<file path="src/rtl/sudoku_pkg.sv">
// -----------------------------------------------------------------------------
// sudoku_pkg
// Shared types and helpers for the sudoku result reader.
//   status_t        : termination reason reported with the streamed grid
//   reader_state_t  : reader FSM states (also exported on the debug port)
//   digit_width()   : bits needed to carry digits 0..width in binary
// -----------------------------------------------------------------------------
package sudoku_pkg;

  typedef enum logic [1:0] {
    ST_SOLVED  = 2'd0,
    ST_FAIL    = 2'd1,
    ST_STALLED = 2'd2,
    ST_TIMEOUT = 2'd3
  } status_t;

  typedef enum logic [1:0] {
    RD_IDLE   = 2'd0,
    RD_WAIT   = 2'd1,
    RD_STREAM = 2'd2,
    RD_DONE   = 2'd3
  } reader_state_t;

  function automatic int digit_width(input int width);
    return $clog2(width + 1);
  endfunction

endpackage

</file>
<file path="src/rtl/onehot_to_bin.sv">
// -----------------------------------------------------------------------------
// onehot_to_bin
// Converts one sudoku cell (one-hot digit, 0 = undetermined) to a binary digit.
// Ports:
//   i_cell  in  WIDTH          one-hot cell value
//   o_digit out digit_width()  k+1 for a single set bit k, 0 when empty or bad
//   o_bad   out 1              more than one bit set
// -----------------------------------------------------------------------------
module onehot_to_bin
  import sudoku_pkg::*;
#(
  parameter int WIDTH = 9
) (
  input  logic [WIDTH-1:0]              i_cell,
  output logic [digit_width(WIDTH)-1:0] o_digit,
  output logic                          o_bad
);

  localparam int DW = digit_width(WIDTH);

  logic [DW-1:0] w_pos;
  logic          w_multi;

  // Position of the highest set bit; only meaningful when exactly one is set.
  always_comb begin
    w_pos = '0;
    for (int k = 0; k < WIDTH; k++) begin
      if (i_cell[k]) w_pos = DW'(k + 1);
    end
  end

  // Clearing the lowest set bit leaves something only if two or more were set.
  assign w_multi = |(i_cell & (i_cell - WIDTH'(1)));

  assign o_bad   = w_multi;
  assign o_digit = w_multi ? '0 : w_pos;

endmodule

</file>
<file path="src/rtl/sudoku_result_reader.sv">
// -----------------------------------------------------------------------------
// sudoku_result_reader
// Watches the solver's one-hot grid after a launch, decides when the solve has
// terminated (solved / fail / stalled / optional timeout), snapshots the grid
// and streams it row-major, one binary digit per beat.
//
// Optional feature macro: SUDOKU_READER_TIMEOUT_EN
//   defined   -> WAIT gives up after TIMEOUT_CYCLES cycles with status TIMEOUT
//   undefined -> no timeout counter; WAIT lasts until fail/solved/stalled
//
// Handshake: a beat transfers on a rising clock edge where o_out_valid and
// i_out_ready are both high; while o_out_valid is high and i_out_ready low,
// every beat output holds its value. o_out_valid never drops mid-stream.
//
// Ports:
//   i_clock, i_reset   clock, asynchronous active-high reset
//   i_start            launch pulse (honoured in IDLE, restarts WAIT)
//   i_final_vals       live solver grid, packed [row][col][bit]
//   i_fail             solver contradiction flag
//   o_out_valid/i_out_ready  beat handshake
//   o_out_digit        binary digit, 0 = empty or bad cell
//   o_out_row/o_out_col coordinates of the current beat
//   o_out_last         beat for the bottom-right cell
//   o_out_bad          current cell had several bits set
//   o_status           termination reason, held until next stream
//   o_busy             high in WAIT and STREAM
//   o_done             one-cycle pulse after the last beat transfers
//   o_dbg_state        current FSM state (reader_state_t encoding)
// -----------------------------------------------------------------------------
module sudoku_result_reader
  import sudoku_pkg::*;
#(
  parameter int WIDTH          = 9,
  parameter int STABLE_CYCLES  = 4,
  parameter int TIMEOUT_CYCLES = 1024
) (
  input  logic                             i_clock,
  input  logic                             i_reset,
  input  logic                             i_start,
  input  logic [WIDTH*WIDTH*WIDTH-1:0]     i_final_vals,
  input  logic                             i_fail,
  output logic                             o_out_valid,
  input  logic                             i_out_ready,
  output logic [digit_width(WIDTH)-1:0]    o_out_digit,
  output logic [$clog2(WIDTH)-1:0]         o_out_row,
  output logic [$clog2(WIDTH)-1:0]         o_out_col,
  output logic                             o_out_last,
  output logic                             o_out_bad,
  output logic [1:0]                       o_status,
  output logic                             o_busy,
  output logic                             o_done,
  output logic [1:0]                       o_dbg_state
);

  localparam int CELLS = WIDTH * WIDTH;
  localparam int GW    = CELLS * WIDTH;
  localparam int DW    = digit_width(WIDTH);
  localparam int PW    = $clog2(WIDTH);
  localparam int SW    = $clog2(STABLE_CYCLES + 1);
  localparam logic [SW-1:0] STABLE_LAST = SW'(STABLE_CYCLES - 1);
  localparam logic [PW-1:0] POS_LAST    = PW'(WIDTH - 1);

  reader_state_t r_state;
  reader_state_t w_next_state;
  logic [GW-1:0] r_snap;
  logic [GW-1:0] r_prev;
  logic [SW-1:0] r_stable_cnt;
  logic [PW-1:0] r_row;
  logic [PW-1:0] r_col;
  status_t       r_status;

  logic          w_solved;
  logic          w_same;
  logic          w_stalled;
  logic          w_timeout;
  logic          w_term;
  status_t       w_term_status;
  logic          w_last;
  logic [WIDTH-1:0] w_cell;
  logic [DW-1:0] w_digit;
  logic          w_bad;

  // ---------------------------------------------------------------------------
  // Termination detection
  // ---------------------------------------------------------------------------
  always_comb begin
    w_solved = 1'b1;
    for (int i = 0; i < CELLS; i++) begin
      if (i_final_vals[i*WIDTH +: WIDTH] == '0) w_solved = 1'b0;
    end
  end

  assign w_same = (i_final_vals == r_prev);
  // The counter holds the number of earlier unchanged cycles, so this cycle
  // being unchanged too completes the run.
  assign w_stalled = w_same && (r_stable_cnt == STABLE_LAST);

`ifdef SUDOKU_READER_TIMEOUT_EN
  localparam int TW = $clog2(TIMEOUT_CYCLES + 1);
  localparam logic [TW-1:0] TIMEOUT_LAST = TW'(TIMEOUT_CYCLES - 1);

  logic [TW-1:0] r_tmo_cnt;

  // Counts WAIT cycles already spent; zero on the first WAIT cycle.
  always_ff @(posedge i_clock or posedge i_reset) begin
    if (i_reset) begin
      r_tmo_cnt <= '0;
    end else if (r_state != RD_WAIT || i_start) begin
      r_tmo_cnt <= '0;
    end else begin
      r_tmo_cnt <= r_tmo_cnt + TW'(1);
    end
  end

  assign w_timeout = (r_tmo_cnt == TIMEOUT_LAST);
`else
  // No timeout in this build; the parameter only keeps the interface uniform.
  assign w_timeout = (TIMEOUT_CYCLES < 0);
`endif

  // Priority: fail > solved > stalled > timeout.
  always_comb begin
    w_term        = 1'b1;
    w_term_status = ST_SOLVED;
    if (i_fail) begin
      w_term_status = ST_FAIL;
    end else if (w_solved) begin
      w_term_status = ST_SOLVED;
    end else if (w_stalled) begin
      w_term_status = ST_STALLED;
    end else if (w_timeout) begin
      w_term_status = ST_TIMEOUT;
    end else begin
      w_term = 1'b0;
    end
  end

  // ---------------------------------------------------------------------------
  // FSM: state register / next state / outputs
  // ---------------------------------------------------------------------------
  always_ff @(posedge i_clock or posedge i_reset) begin
    if (i_reset) r_state <= RD_IDLE;
    else         r_state <= w_next_state;
  end

  assign w_last = (r_row == POS_LAST) && (r_col == POS_LAST);

  always_comb begin
    w_next_state = r_state;
    case (r_state)
      RD_IDLE:   if (i_start) w_next_state = RD_WAIT;
      RD_WAIT:   if (!i_start && w_term) w_next_state = RD_STREAM;
      RD_STREAM: if (i_out_ready && w_last) w_next_state = RD_DONE;
      RD_DONE:   w_next_state = RD_IDLE;
      default:   w_next_state = RD_IDLE;
    endcase
  end

  always_comb begin
    o_out_valid = 1'b0;
    o_out_digit = '0;
    o_out_row   = '0;
    o_out_col   = '0;
    o_out_last  = 1'b0;
    o_out_bad   = 1'b0;
    o_busy      = 1'b0;
    o_done      = 1'b0;
    case (r_state)
      RD_WAIT: o_busy = 1'b1;
      RD_STREAM: begin
        o_out_valid = 1'b1;
        o_busy      = 1'b1;
        o_out_digit = w_digit;
        o_out_row   = r_row;
        o_out_col   = r_col;
        o_out_last  = w_last;
        o_out_bad   = w_bad;
      end
      RD_DONE: o_done = 1'b1;
      default: ;
    endcase
  end

  assign o_status    = r_status;
  assign o_dbg_state = r_state;

  // ---------------------------------------------------------------------------
  // Datapath: previous grid, stable counter, snapshot, stream position
  // ---------------------------------------------------------------------------
  always_ff @(posedge i_clock or posedge i_reset) begin
    if (i_reset) begin
      r_snap       <= '0;
      r_prev       <= '0;
      r_stable_cnt <= '0;
      r_row        <= '0;
      r_col        <= '0;
      r_status     <= ST_SOLVED;
    end else begin
      case (r_state)
        RD_IDLE: begin
          r_prev       <= '0;
          r_stable_cnt <= '0;
          r_row        <= '0;
          r_col        <= '0;
        end
        RD_WAIT: begin
          if (i_start) begin
            // Relaunch: behave exactly like a fresh entry from IDLE.
            r_prev       <= '0;
            r_stable_cnt <= '0;
          end else begin
            r_prev       <= i_final_vals;
            r_stable_cnt <= w_same ? r_stable_cnt + SW'(1) : '0;
            if (w_term) begin
              r_snap   <= i_final_vals;
              r_status <= w_term_status;
              r_row    <= '0;
              r_col    <= '0;
            end
          end
        end
        RD_STREAM: begin
          if (i_out_ready) begin
            if (r_col == POS_LAST) begin
              r_col <= '0;
              r_row <= r_row + PW'(1);
            end else begin
              r_col <= r_col + PW'(1);
            end
          end
        end
        default: ;
      endcase
    end
  end

  // Select the snapshot cell addressed by the current stream position.
  always_comb begin
    w_cell = '0;
    for (int r = 0; r < WIDTH; r++) begin
      for (int c = 0; c < WIDTH; c++) begin
        if (r_row == PW'(r) && r_col == PW'(c)) w_cell = r_snap[(r*WIDTH + c)*WIDTH +: WIDTH];
      end
    end
  end

  onehot_to_bin #(
    .WIDTH(WIDTH)
  ) u_cvt (
    .i_cell (w_cell),
    .o_digit(w_digit),
    .o_bad  (w_bad)
  );

endmodule
</file>
<file path="config.mk">
export PLATFORM = sky130hd
export DESIGN_NAME = sudoku_result_reader
export DESIGN_NICKNAME = d
export VERILOG_FILES = /design/src/rtl/sudoku_pkg.sv /design/src/rtl/onehot_to_bin.sv /design/src/rtl/sudoku_result_reader.sv
export SDC_FILE = /design/constraint.sdc
export NUM_CORES = 2
export LEC_CHECK = 0
export ABC_AREA = 1
export CORE_ASPECT_RATIO = 0.7
export CORE_MARGIN = 3
export CORE_UTILIZATION = 40
export CTS_CLUSTER_DIAMETER = 30
export CTS_CLUSTER_SIZE = 28
export DETAILED_ROUTE_END_ITERATION = 8
export PLACE_DENSITY_LB_ADDON = 0.08
export RECOVER_POWER = 100
export SETUP_SLACK_MARGIN = 0.3
export SLEW_MARGIN = 5
export SYNTH_ARGS = -nofsm -noshare
export SYNTH_HDL_FRONTEND = slang
export SYNTH_SLANG_ARGS = --single-unit
</file>
<file path="constraint.sdc">
create_clock -name i_clock -period 124.7 [get_ports i_clock]
set_input_delay 24.94 -clock i_clock [delete_from_list [all_inputs] [get_ports i_clock]]
set_output_delay 24.94 -clock i_clock [all_outputs]
set_load 0.03 [all_outputs]
</file>
# After elaboration in Yosys (flattened, before gate mapping)
# Index checks and enable logic that the tools add are counted.
[word_totals]
regBits = 1473
inputBits = 734
out_inout_bits = 21
elab_cells = 421
[classes]
add_sub_neg = 4
n_eq_ne = 28
muxes = 203
bitwise_logic = 2
n_reduce_logical = 177
[ops]
columns = ["operator", "n"]
rows = [
  ["case mux 729 bit (2 select lines)", 1],
  ["equality test 729 bit", 1],
  ["zero test 9 bit", 81],
  ["2-to-1 mux 729 bit", 1],
  ["2-to-1 mux 9 bit", 81],
  ["2-to-1 mux 1 bit", 90],
  ["logical AND 1 bit", 84],
  ["2-to-1 mux 4 bit", 12],
  ["equality test 4 x 3 -> 1 bit (second input constant)", 8],
  ["case mux 4 bit (3 select lines)", 2],
  ["2-to-1 mux 3 bit", 6],
  ["equality test 4 x 2 -> 1 bit (second input constant)", 4],
  ["2-to-1 mux 2 bit", 8],
  ["inequality test 2 bit (second input constant)", 7],
  ["AND 9 bit", 1],
  ["OR reduction 9 bit", 1],
  ["subtractor 9 x 1 -> 9 bit (second input constant)", 1],
  ["adder 4 x 1 -> 4 bit (second input constant)", 2],
  ["equality test 4 x 1 -> 1 bit (second input constant)", 2],
  ["equality test 4 bit (second input constant)", 2],
  ["zero test 4 bit", 2],
  ["case mux 2 bit (4 select lines)", 1],
  ["case mux 3 bit (2 select lines)", 1],
  ["AND reduction 3 bit", 2],
  ["12 further kinds", 13],
]

# Logic depth before layout (Yosys ltp)
[depth]
ltp_word = 94
depth_mapped = 101
depth_no_buf = 101

# Hierarchy
# From an unflattened synthesis, not the netlist that was laid out.
[unflattened]
cells_unflattened = 9060
area_unflattened_um2 = 72960.0
[by_module_without_submodules]
columns = ["module", "instances", "cells_per_inst", "area_per_inst_um2"]
rows = [
  ["sudoku_result_reader", 1, 9010, 72738.5],
  ["onehot_to_bin", 1, 50, 221.5],
]

# Least setup slack after synthesis
# Ideal clock, no wire load.
[synth_path]
kind = "flip-flop to output port"
startpoint = "register r_row[0]"
endpoint = "output port o_out_digit[1]"
arrival_time_ps = 6166
required_ps = 99760
setup_slack_ps = 93594
path_stages_with_launch = 97
path_buffers = 2
path_cell_list = "dfrtp_1 inv_1 ha_1 nand3_4 buf_4 nor2_4 buf_2 nor2_1 nand2_1 nand2_1 nand2_1 nand2_1 nand2_1 nand2_1 o21ai_1 nand2_1 nand2_1 nand2_1 (+61 left out) nand2_1 nand2_1 nand3_1 nand2_1 nand2_1 nand2_1 nand2_1 nand2_1 nand2_1 nand2_1 nand2_1 nor2_2 nand4_1 nand2_1 nand2_1 nand2_2 nand3_2 nor2_1"
[synth_between]
elab_chain_cells = 93
word_cells_on_any_way = 184
cone_classes = "add/sub (1); eq/ne (8); mux (91); bitwise (1); reduce/logical (83)"
[synth_rtl]
columns = ["item", "line", "text"]
rows = [
  ["start, declared", "sudoku_result_reader.sv:68", "logic [PW-1:0] r_row;"],
  ["start signal, assigned", "sudoku_result_reader.sv:226", "r_row <= r_row + PW'(1);"],
  ["zero test 4 bit", "sudoku_result_reader.sv:242", "if (r_row == PW'(r) && r_col == PW'(c)) w_cell = r_snap[(r*WIDTH + c)*WIDTH +: WIDTH];"],
  ["logical AND 1 bit", "sudoku_result_reader.sv:242", ""],
  ["2-to-1 mux 9 bit (80 in series)", "sudoku_result_reader.sv:242", ""],
  ["2-to-1 mux 9 bit *", "sudoku_result_reader.sv:242", ""],
  ["branches (longest 8 deep; another with subtractor 9 x 1 -> 9 bit)", "n/a", ""],
  ["2-to-1 mux 4 bit *", "onehot_to_bin.sv:36", "assign o_digit = w_multi ? '0 : w_pos;"],
  ["2-to-1 mux 4 bit *", "sudoku_result_reader.sv:168", "case (r_state)"],
  ["end, declared", "sudoku_result_reader.sv:44", "output logic [digit_width(WIDTH)-1:0] o_out_digit,"],
]
# Mark *: on every way between the ends.

# Final worst setup path
[layout_path]
startpoint = "input port i_final_vals[430]"
endpoint = "register r_snap[364]"
[layout_between]
elab_chain_cells = 38
word_cells_on_any_way = 41
cone_classes = "eq/ne (1); mux (37); reduce/logical (3)"
[layout_rtl]
columns = ["item", "line", "text"]
rows = [
  ["start, declared", "sudoku_result_reader.sv:40", "input logic [WIDTH*WIDTH*WIDTH-1:0] i_final_vals,"],
  ["zero test 9 bit", "sudoku_result_reader.sv:89", "if (i_final_vals[i*WIDTH +: WIDTH] == '0) w_solved = 1'b0;"],
  ["2-to-1 mux 1 bit (34 in series)", "sudoku_result_reader.sv:89", ""],
  ["2-to-1 mux 1 bit *", "sudoku_result_reader.sv:127", "end else if (w_solved) begin"],
  ["2-to-1 mux 1 bit *", "sudoku_result_reader.sv:125", "if (i_fail) begin"],
  ["AND reduction 3 bit (no line) *", "n/a", ""],
  ["end signal, assigned", "sudoku_result_reader.sv:215", "r_snap <= i_final_vals;"],
  ["end, declared", "sudoku_result_reader.sv:65", "logic [GW-1:0] r_snap;"],
]
# Mark *: on every way between the ends. The rest lies on a longest branch, timed or not.
# A chain may end at the register's enable or synchronous reset.

==> flow_summary_export.csv <==
group,metric,value,unit
status,outcome,"finished, violations left",
status,violations_in_the_final_reports,"max-capacitance violations, max-slew violations",
timing,tns,0,ns
pwr,fin_total_pwr,0.00260,W
setup_path,category_of_cells_accounting_for_the_largest_share_of_critical_path_delay,"buffers and inverters",
logic_synthesis,synthDominantCellAreaShare,50.0,%
timing,setup_violations,0,
route,route.detailed.vias_per_inst,5.27,
cts,post_cts_resize_count,0,
timing,worst_slew_margin_rel,-572,%
setup_path,worst-path-stages,16,
pwr,power_leakage,45.3,nW
setup_path,r2r-start,"o_dbg_state[1]",
pwr,power-per-cell-area,27.5,nW/µm²
logic_synthesis,synth_area_leader_cell,"dfrtp_1",
route,route.detailed.wl_per_inst,22.4,µm
setup_path,critPathSlowestCell,"clkbuf_1",
cts,postCtsHoldBufs,0,
logic_synthesis,ys_async_sr_fraction,100,%
cts,cts.clk_slew.worst_paths,0.04,ns
setup_path,worst_path_max_fanout,277,
setup_path,setup.reg_to_reg.worst_slack,108.09,ns
grt,grt_pass1_wl,428,mm
cts,clock_tree.buffer_depth,4,
logic_synthesis,ys_types,60,
cts,cts_sink_count,1473,
setup_path,worst_setup_path_startpoint,"i_final_vals[430]",
pwr,switching_power,0.00101,W
die,die_area,190000,µm²
setup_path,end_kind,"register",
die,effective_utilization_at_floorplan,40.3,%
worst_hold_path,hold_crit_class,"reg -> reg",
logic_synthesis,synth-seq-area-share,50.0,%
pwr,p_seq_share,33.5,%
setup_path,crit_chain,"dlygate4sd3_1, inv_1, nand4_1, nor3_1, nor4_1, nand2_1, nor4_1, nand3_1, nand2_1, inv_1, nand2_1, nand2_1, clkbuf_1, clkbuf_1, clkbuf_1, o21ai_0",
flow_run,timing.max_cap.violations,41,
logic_synthesis,ys_warn_count,0,
grt,grt_pass1_vias,65051,
timing,max_clock_freq,0.0245,GHz
die,floorplan.core_area,183000,µm²
placement,gp_congestion,0.950,
route,final_antenna_net_count,0,
timing,finalMaxSlewViolations,3708,
timing,hold_viol_final,0,
cts,h-tree-depth,5,
logic_synthesis,synth_top_cells_by_area,"dfrtp_1 50%, nand2_1 13%, o21ai_0 7.5%",
grt,aggregate_global_routing_overflow,0,
pwr,swShare,38.8,%
placement,hpwl,219,mm
logic_synthesis,syn-num-nets,10254,
route,detailedRoute.firstPassIterationCount,7,
cts,cts_tree,"yes",
cells_and_area,fillers,17295,
route,drc,0,
pwr,ir_worst_vdd,0.0197,mV
route,drtIter0Drc,7452,
grt,antenna_found_initial,50,
pwr,intPower,0.00159,W
logic_synthesis,synth_area_per_cell,7.76,µm²
setup_path,worst-endpoint-required,125.22,ns
setup_path,largest_stage_delay_on_the_critical_path,6.89,ns
cells_and_area,final_layout_size_suffix_gt1_share,6.65,%
logic_synthesis,synth_enable_flop_cells,0,
die,fp-row-count,131,
setup_path,cp_num_buf_inv,6,
logic_synthesis,postSynth.topFlopCell,"dfrtp_1",
setup_path,r2r-end,"r_snap[364]",
setup_path,crit_path_end,"r_snap[364]",
cells_and_area,mostFrequentLayoutCell,"nand2_1",
cts,clockRootBuffer,"clkbuf_16",
logic_synthesis,syn_inst,9506,
logic_synthesis,synth.ff_latch_count,1473,
placement,place.port_buffers,754,
setup_path,worst_r2r_path_depth,9,
setup_path,crit_path_start_kind,"input port",
timing,period_minus_slack,40.79,ns
die,chipWidth,519,µm
pwr,p_clk_share,33.5,%
cells_and_area,flow.area_growth_from_synthesis,28.0,%
route,drt_wl_total,292,mm
timing,worst-slew-pin-transition,10.07,ns
cells_and_area,layout_common_cells,"2545 x nand2_1, 1473 x dfrtp_1, 1383 x inv_1, 1099 x o21ai_0, 732 x clkdlybuf4s50_1",
cts,clk_lat_worst_skew,0.84,ns
cells_and_area,num-nets-final,11021,
setup_path,cp.arrival,41.31,ns
cts,cts-buffers-inserted,319,
cts,post-cts-setup-buffers,0,
route,num_vias,68514,
pwr,combPwrFrac,33.0,%
timing,finClkSkew,0.0493,ns
die,fp.dieH,365,µm
timing,rsz0062_at_grt,"false",
logic_synthesis,synthesis.area,73700,µm²
setup_path,critical_setup_path_kind,"in -> reg",
die,ios,755,
setup_path,timing.critical_path.mode_cell,"nand2_1",
grt,pin_count_of_the_biggest_net_entering_global_routing,280,
grt,grt_util_all_layers,30.0,%
timing,fin_crit_sh,32.7,%
[power by group through the flow]
stage          clock [W]  sequential [W]  combinational (W)
5_1_grt         0.000906        0.000891           0.000973
6_report        0.000869        0.000870           0.000858
4_1_cts         0.000880        0.000859           0.000847
2_1_floorplan          0        0.000808           0.000586
3_5_place_dp           0        0.000862           0.000842
3_3_place_gp           0        0.000858           0.000828
[worst min-delay path by stage]
stage	startpoint	end	slack [ns]	cells past startpoint
finish	r_snap[354]	r_snap[354]	0.48	2
global route	r_snap[354]	r_snap[354]	0.49	2
CTS	r_snap[339]	r_snap[339]	0.48	2
detailed placement	r_snap[410]	r_snap[410]	0.47	2
global placement	r_snap[410]	r_snap[410]	0.46	2
floorplan	r_snap[59]	r_snap[59]	0.45	2
[flip-flops by register name, summed over array words and instances, names as in the netlist]
register and count:
r_col 4, r_prev 729, o_dbg_state 2, r_stable_cnt 3, o_status 2, r_row 4
r_snap 729
[area by class of cell]
type / instances / area (µm²) / area share, %
inverter: 1410 / 5310 / 5.62
clock buffer: 396 / 8870 / 9.39
timing repair buffer: 841 / 8070 / 8.54
sequential: 1473 / 36900 / 39.0
tap: 2460 / 3080 / 3.26
antenna: 24 / 60.1 / 0.0636
multi-input combinational: 6228 / 30100 / 31.9
clock inverter: 166 / 2100 / 2.23
[worst min-delay path, cell delays in order, from the launching register on]
cell     delay [ns]
dfrtp_1        0.33
nand2_1        0.05
o21ai_0        0.06
[metal layers]
layer / vias to the layer above / GRT usage (%) / part of all wire (%)
met3: 430 / 6.36 / 7.6
met4: 22 / 8.54 / 2.8
li1: 32374 / - / -
met5: - / 0 / 0.046
met1: 33295 / 45.5 / 48
met2: 2393 / 42.6 / 42
[cells by family (layout without fill, tap and decap cells)]
| kind of cell | count (synthesis) | in the layout | synth area share, % |
|---|---|---|---|
| compound gates | 1922 | 1922 | 13.9 |
| xor+xnor | 331 | 331 | 3.93 |
| fa+ha+maj | 14 | 14 | 0.238 |
| buf+inv | 1805 | 2813 | 9.27 |
| flops | 1473 | 1473 | 50.0 |
| other cells | 0 | 24 | 0 |
| simple gates | 3961 | 3961 | 22.7 |
[cell usage after synthesis (6+ instances only)]
master,count
o22ai_1,398
o21ai_1,12
nand2_1,2545
nor2_4,6
or2_2,52
nand4_1,304
xor2_1,75
buf_2,24
o211ai_1,7
nor2_1,581
o21ai_0,1099
nor3_1,113
clkbuf_1,344
a21oi_1,372
xnor2_1,256
ha_1,14
nor2_2,12
nor4_1,137
dfrtp_1,1473
inv_2,20
buf_1,21
inv_1,1384
nand3_1,179
[through the flow]
step / setup slack [ns] / instance area, µm² / util, % / hold slack, ns / instances
after floorplan: 58.21 / 73700 / - / 0.445 / 9506
after global placement: 89.98 / 83600 / 45.8 / 0.464 / 12412
after detailed placement: 90.05 / 83600 / 45.8 / 0.466 / 12412
after CTS: 89.09 / 94600 / 51.8 / 0.478 / 12974
after global routing: 80.93 / 94400 / 51.7 / 0.487 / 12991
final: 83.91 / 94400 / 51.7 / 0.477 / 12998
No activity file was read; power rests on OpenSTA's default activity.
